==> src/rtl/regfile_sb.sv <==
// regfile_sb -- multi-port register file with byte-enabled dual write-back,
// write-to-read bypass and a per-register busy scoreboard.
//
// Ports:
//   clk, rst_n              clock, asynchronous active-low reset
//   we0/wa0/wd0/wbe0        write port 0 (ALU write-back)
//   we1/wa1/wd1/wbe1        write port 1 (load / multi-cycle, wins per byte)
//   re[NR], ra[NR*AW]       per-port read enable / address
//   rd[NR*DW], rbusy[NR]    combinational read data / source-busy flag
//   alloc, alloc_a          mark a destination register busy
//   busy_cnt[AW+1]          registered popcount of the busy vector

// One read port: stored word plus same-cycle bypass, and the hazard flag.
module regfile_sb_rdport #(
    parameter int DW       = 32,
    parameter int AW       = 5,
    parameter int ZERO_REG = 1
) (
    input  logic            i_re,
    input  logic [AW-1:0]   i_ra,
    input  logic [DW-1:0]   i_stored,
    input  logic            i_busy,
    input  logic            i_hit0,
    input  logic [AW-1:0]   i_wa0,
    input  logic [DW-1:0]   i_wd0,
    input  logic [DW/8-1:0] i_wbe0,
    input  logic            i_hit1,
    input  logic [AW-1:0]   i_wa1,
    input  logic [DW-1:0]   i_wd1,
    input  logic [DW/8-1:0] i_wbe1,
    output logic [DW-1:0]   o_rd,
    output logic            o_rbusy
);
    localparam int NB = DW / 8;

    logic w_zero;
    logic w_byp0;
    logic w_byp1;
    logic [DW-1:0] w_merged;

    assign w_zero = (ZERO_REG != 0) && (i_ra == '0);
    assign w_byp0 = i_hit0 && (i_wa0 == i_ra);
    assign w_byp1 = i_hit1 && (i_wa1 == i_ra);

    always_comb begin
        w_merged = i_stored;
        for (int b = 0; b < NB; b++) begin
            if (w_byp1 && i_wbe1[b])
                w_merged[b*8 +: 8] = i_wd1[b*8 +: 8];
            else if (w_byp0 && i_wbe0[b])
                w_merged[b*8 +: 8] = i_wd0[b*8 +: 8];
        end
    end

    assign o_rd    = (i_re && !w_zero) ? w_merged : '0;
    // A write landing this cycle resolves the hazard, even with all-zero wbe.
    assign o_rbusy = i_re && !w_zero && i_busy && !w_byp0 && !w_byp1;
endmodule

module regfile_sb #(
    parameter int DW       = 32,
    parameter int AW       = 5,
    parameter int NR       = 3,
    parameter int ZERO_REG = 1
) (
    input  logic             clk,
    input  logic             rst_n,
    input  logic             we0,
    input  logic [AW-1:0]    wa0,
    input  logic [DW-1:0]    wd0,
    input  logic [DW/8-1:0]  wbe0,
    input  logic             we1,
    input  logic [AW-1:0]    wa1,
    input  logic [DW-1:0]    wd1,
    input  logic [DW/8-1:0]  wbe1,
    input  logic [NR-1:0]    re,
    input  logic [NR*AW-1:0] ra,
    output logic [NR*DW-1:0] rd,
    output logic [NR-1:0]    rbusy,
    input  logic             alloc,
    input  logic [AW-1:0]    alloc_a,
    output logic [AW:0]      busy_cnt
);
    localparam int DEPTH = 1 << AW;
    localparam int NB    = DW / 8;

    logic [DEPTH-1:0][DW-1:0] r_mem;
    logic [DEPTH-1:0]         r_busy;
    logic [AW:0]              r_busy_cnt;

    logic                     w_hit0;
    logic                     w_hit1;
    logic                     w_alloc_ok;
    logic [DEPTH-1:0]         w_busy_nxt;
    logic [AW:0]              w_cnt_nxt;

    // Gated by rst_n so bypass data also reads zero while reset is held.
    assign w_hit0     = rst_n && we0 && !((ZERO_REG != 0) && (wa0 == '0));
    assign w_hit1     = rst_n && we1 && !((ZERO_REG != 0) && (wa1 == '0));
    assign w_alloc_ok = alloc && !((ZERO_REG != 0) && (alloc_a == '0));

    always_ff @(posedge clk or negedge rst_n) begin
        if (!rst_n) begin
            r_mem <= '0;
        end else begin
            for (int r = 0; r < DEPTH; r++) begin
                for (int b = 0; b < NB; b++) begin
                    if (w_hit1 && (wa1 == AW'(r)) && wbe1[b])
                        r_mem[r][b*8 +: 8] <= wd1[b*8 +: 8];
                    else if (w_hit0 && (wa0 == AW'(r)) && wbe0[b])
                        r_mem[r][b*8 +: 8] <= wd0[b*8 +: 8];
                end
            end
        end
    end

    // Alloc outranks a same-cycle clearing write: the new producer is younger.
    always_comb begin
        w_busy_nxt = r_busy;
        for (int r = 0; r < DEPTH; r++) begin
            if (w_alloc_ok && (alloc_a == AW'(r)))
                w_busy_nxt[r] = 1'b1;
            else if ((w_hit0 && (wa0 == AW'(r))) || (w_hit1 && (wa1 == AW'(r))))
                w_busy_nxt[r] = 1'b0;
        end
    end

    // Count is taken from the next-state vector so it tracks r_busy exactly.
    always_comb begin
        w_cnt_nxt = '0;
        for (int r = 0; r < DEPTH; r++)
            w_cnt_nxt = w_cnt_nxt + (AW+1)'(w_busy_nxt[r]);
    end

    always_ff @(posedge clk or negedge rst_n) begin
        if (!rst_n) begin
            r_busy     <= '0;
            r_busy_cnt <= '0;
        end else begin
            r_busy     <= w_busy_nxt;
            r_busy_cnt <= w_cnt_nxt;
        end
    end

    assign busy_cnt = r_busy_cnt;

    for (genvar k = 0; k < NR; k++) begin : g_rd
        logic [AW-1:0] w_ra;
        assign w_ra = ra[k*AW +: AW];

        regfile_sb_rdport #(.DW(DW), .AW(AW), .ZERO_REG(ZERO_REG)) u_rdport (
            .i_re     (re[k]),
            .i_ra     (w_ra),
            .i_stored (r_mem[w_ra]),
            .i_busy   (r_busy[w_ra]),
            .i_hit0   (w_hit0),
            .i_wa0    (wa0),
            .i_wd0    (wd0),
            .i_wbe0   (wbe0),
            .i_hit1   (w_hit1),
            .i_wa1    (wa1),
            .i_wd1    (wd1),
            .i_wbe1   (wbe1),
            .o_rd     (rd[k*DW +: DW]),
            .o_rbusy  (rbusy[k])
        );
    end
endmodule

==> config.mk <==
export PLATFORM = sky130hd
export DESIGN_NAME = regfile_sb
export DESIGN_NICKNAME = d
export VERILOG_FILES = /design/src/rtl/regfile_sb.sv
export SDC_FILE = /design/constraint.sdc
export NUM_CORES = 2
export LEC_CHECK = 0
export BUFFER_PORTS_ARGS = -buffer_cell sky130_fd_sc_hd__buf_2
export CORE_ASPECT_RATIO = 0.7
export CORE_UTILIZATION = 40
export CTS_CLUSTER_SIZE = 24
export DETAILED_ROUTE_END_ITERATION = 8
export PLACE_DENSITY_LB_ADDON = 0.08
export RECOVER_POWER = 100
export SYNTH_ARGS = -nofsm -noshare
export SYNTH_HDL_FRONTEND = slang
export SYNTH_HIERARCHICAL = 1
export SYNTH_SLANG_ARGS = --single-unit
==> constraint.sdc <==
create_clock -name clk -period 6.5 [get_ports clk]
set_input_delay 0.325 -clock clk [delete_from_list [all_inputs] [get_ports clk]]
set_output_delay 0.325 -clock clk [all_outputs]
set_load 0.005 [all_outputs]
==> flow_metrics.tcl <==
set metrics [dict create \
    dr_total_vias 76400 \
    power.density_nw_per_um2 273 \
    hold_path.class "primary input to flop" \
    grt_overflow 0 \
    netlist_instances 9149 \
    hpwl_mm 261 \
    pre_cts_slack_ns 0.424 \
    setup-tns-final_ns 0 \
    io_buffer_count 214 \
    die_area_um2 206000 \
    grt_setup_unrepaired "false" \
    ys_types 61 \
    drv_cap 13 \
    postSynthNetCount 9290 \
    synth_seq_cells 1062 \
    viasPerCell 6.53 \
    cts_tree "yes" \
    design_area_um2 88200 \
    wl_per_cell_um 33.8 \
    fillers 19800 \
    cts_buffers 121 \
    synth_flop_cell "dfrtp_1" \
    max_freq_mhz 162 \
    critical_path.max_fanout 12 \
    ant_nets 0 \
    cts-root-buf "clkbuf_16" \
    cts_hold_buf 9 \
    outcome "finished, violations left" \
    routed_wl_mm 396 \
    fin_worst_skew_ns 0.0199 \
    violations "capacitance limit, slew limit" \
    synth.area.top_cells "dfrtp_1, mux2i_1, nand2_1, o21ai_0, a21oi_1" \
    core_um2 202000 \
    drt-pass1-iter-count 9 \
    syn_area_um2 81500 \
    layout.cells.non_filler 11700 \
    antenna_found_initial 21 \
    clkLatencyLatePin_ns 0.80 \
    finalHoldViolations 0 \
    postCtsSetupBuffers 0 \
    die_w_um 541 \
    yosysTopAreaCell "dfrtp_1" \
    grt_pass1_wl_mm 555 \
    grt_usage_pct 37.2 \
    clock-sinks 1062 \
    peakVddDrop_v 0.000693 \
    postPlaceCellArea_um2 84700 \
    finalNetCount 9009 \
    yosys_warnings 6 \
    crit_path_end_kind "output port" \
    dp.cells 11500 \
    finalCritPeriodShare_pct 94.9 \
    drc 0 \
    grt_pass1_vias 71600 \
    area_growth_syn_to_layout_pct 8.20 \
    avgSynthCellArea_um2 8.91 \
    async_flop_share_pct 100 \
    critPathKind "primary input to output port" \
    finalCriticalPeriod_ns 6.17 \
    power_mw 24.1 \
    path_clk_slew_ns 0.06 \
    start_kind "primary input" \
    p_leak_nw 39.2 \
    synth_top_area_share_pct 32.6 \
    final_core_util_pct 43.6 \
    initial_core_util_pct 40.3 \
    setup_viol 0 \
    die_y_um 380 \
    htree_levels 3 \
    final_max_slew_viol_count 536 \
    worst_pin_slew_ns 3.80 \
    cts_resized 0 \
    gp_congestion 0.971 \
    clock_path_buffers 3 \
    whs_ns 0.0451 \
    yosysSeqAreaShare_pct 32.6 \
    num_rows 138 \
    first_iter_violations 10600 \
    multiInputGateArea_um2 50500 \
    drive_gt1_share_pct 7.64 \
    cp.arrival_ns 5.85 \
    grt_max_degree 160 \
    worst_ep_required_time_ns 6.17 \
    timing.final.ws_setup_ns 0.328 \
    synth_edf_count 0 \
    pin_count 215 \
    regArea_um2 26600 \
    maxSlewHeadroom_pct -153 \
]
[logic make-up after synthesis]
kind of cell    share of synthesized area [%]
compound gates                           16.4
mux                                      31.6
fa+ha+maj                               0.697
flops                                    32.6
simple gates                             13.4
buf+inv                                  4.92
xor+xnor                                0.382
[metal layers]
layer / global-route usage (%) / wire [µm] / up-vias
met5: 0 / 77 / -
met2: 51.2 / 159000 / 4580
met3: 8.70 / 42100 / 745
li1: - / - / 32800
met4: 15.5 / 18000 / 12
met1: 54.9 / 177000 / 38300
[power by group]
part	internal (mW)	switching, mW	leakage [nW]	total [mW]
combinational	3.09	4.46	23.1	7.55
sequential	7.72	1.22	14.0	8.94
clock	4.31	3.27	2.09	7.58
[registers in the layout, summed over array words and instances, names as in the netlist]
signal / count
r_mem: 1024
r_busy: 32
busy_cnt: 6
[final cells by class]
class / count / share of cell area [%]
multi-input cells: 7164 / 57.3
inverters: 47 / 0.200
flip-flops and latches: 1062 / 30.1
repair buffers: 472 / 3.72
diodes: 10 / 0.0284
clock buffers: 177 / 4.06
well taps: 2730 / 3.87
clock inverters: 46 / 0.693
[worst max-delay path, cell delays in order]
cell and delay (ns):
clkbuf_1 0.48, clkbuf_1 0.23, nor2_1 0.22, a31oi_1 0.72
clkbuf_1 1.11, and2_0 1.02, nand3_1 0.76, a31oi_1 0.77
clkbuf_1 0.18
[cell usage in the layout, fill, tap and decap left out, types with 15 or more instances in the layout]
cell type     n
inv_1        47
o21ai_1      28
o31ai_1      97
nand2_1    1148
nor2_4       35
nor2_1      369
o21ai_0     833
clkbuf_16   122
clkbuf_8     32
buf_4       174
clkinv_2     26
a22oi_1     307
nand4_1      79
buf_2       120
xnor2_1      27
nor3_1       99
nand3_2      19
buf_12       36
a21oi_1     537
a31oi_1     196
a22o_1      199
nor2b_1      15
dfrtp_1    1062
nand3_1     395
clkbuf_2     17
fa_1         24
mux2i_1    2573
nand2_2      21
clkbuf_1    134
[synthesized netlist by cell type, drive strengths merged, types with 33 or more instances]
master and count:
a21oi 537, a22o 199, a22oi 307, a31oi 196, buf 361, clkbuf 515
dfrtp 1062, inv 47, mux2i 2573, nand2 1170, nand3 416, nand4 79
nor2 422, nor3 102, o21ai 861, o31ai 97, xnor2 33
[final timing paths]
| kind | startpoint | to | slack, ns | depth (start not counted) |
|---|---|---|---|---|
| worst min-delay path | wd1[3] | r_mem[643]$_DFFE_PN0P_ | 0.05 | 3 |
| worst max register to register | r_busy[15]$_DFF_PN0_ | busy_cnt[4]$_DFF_PN0_ | 1.26 | 18 |
| max in group asynchronous | rst_n | r_mem[849]$_DFFE_PN0P_ | 0.75 | 6 |
| worst min register to register | r_busy[0]$_DFF_PN0_ | r_busy[0]$_DFF_PN0_ | 0.38 | 0 |
| min in group asynchronous | rst_n | r_busy[3]$_DFF_PN0_ | 0.31 | 3 |
| worst max-delay path | wa1[0] | rd[23] | 0.33 | 9 |
Note: power is estimated with default switching activity, not from simulation.
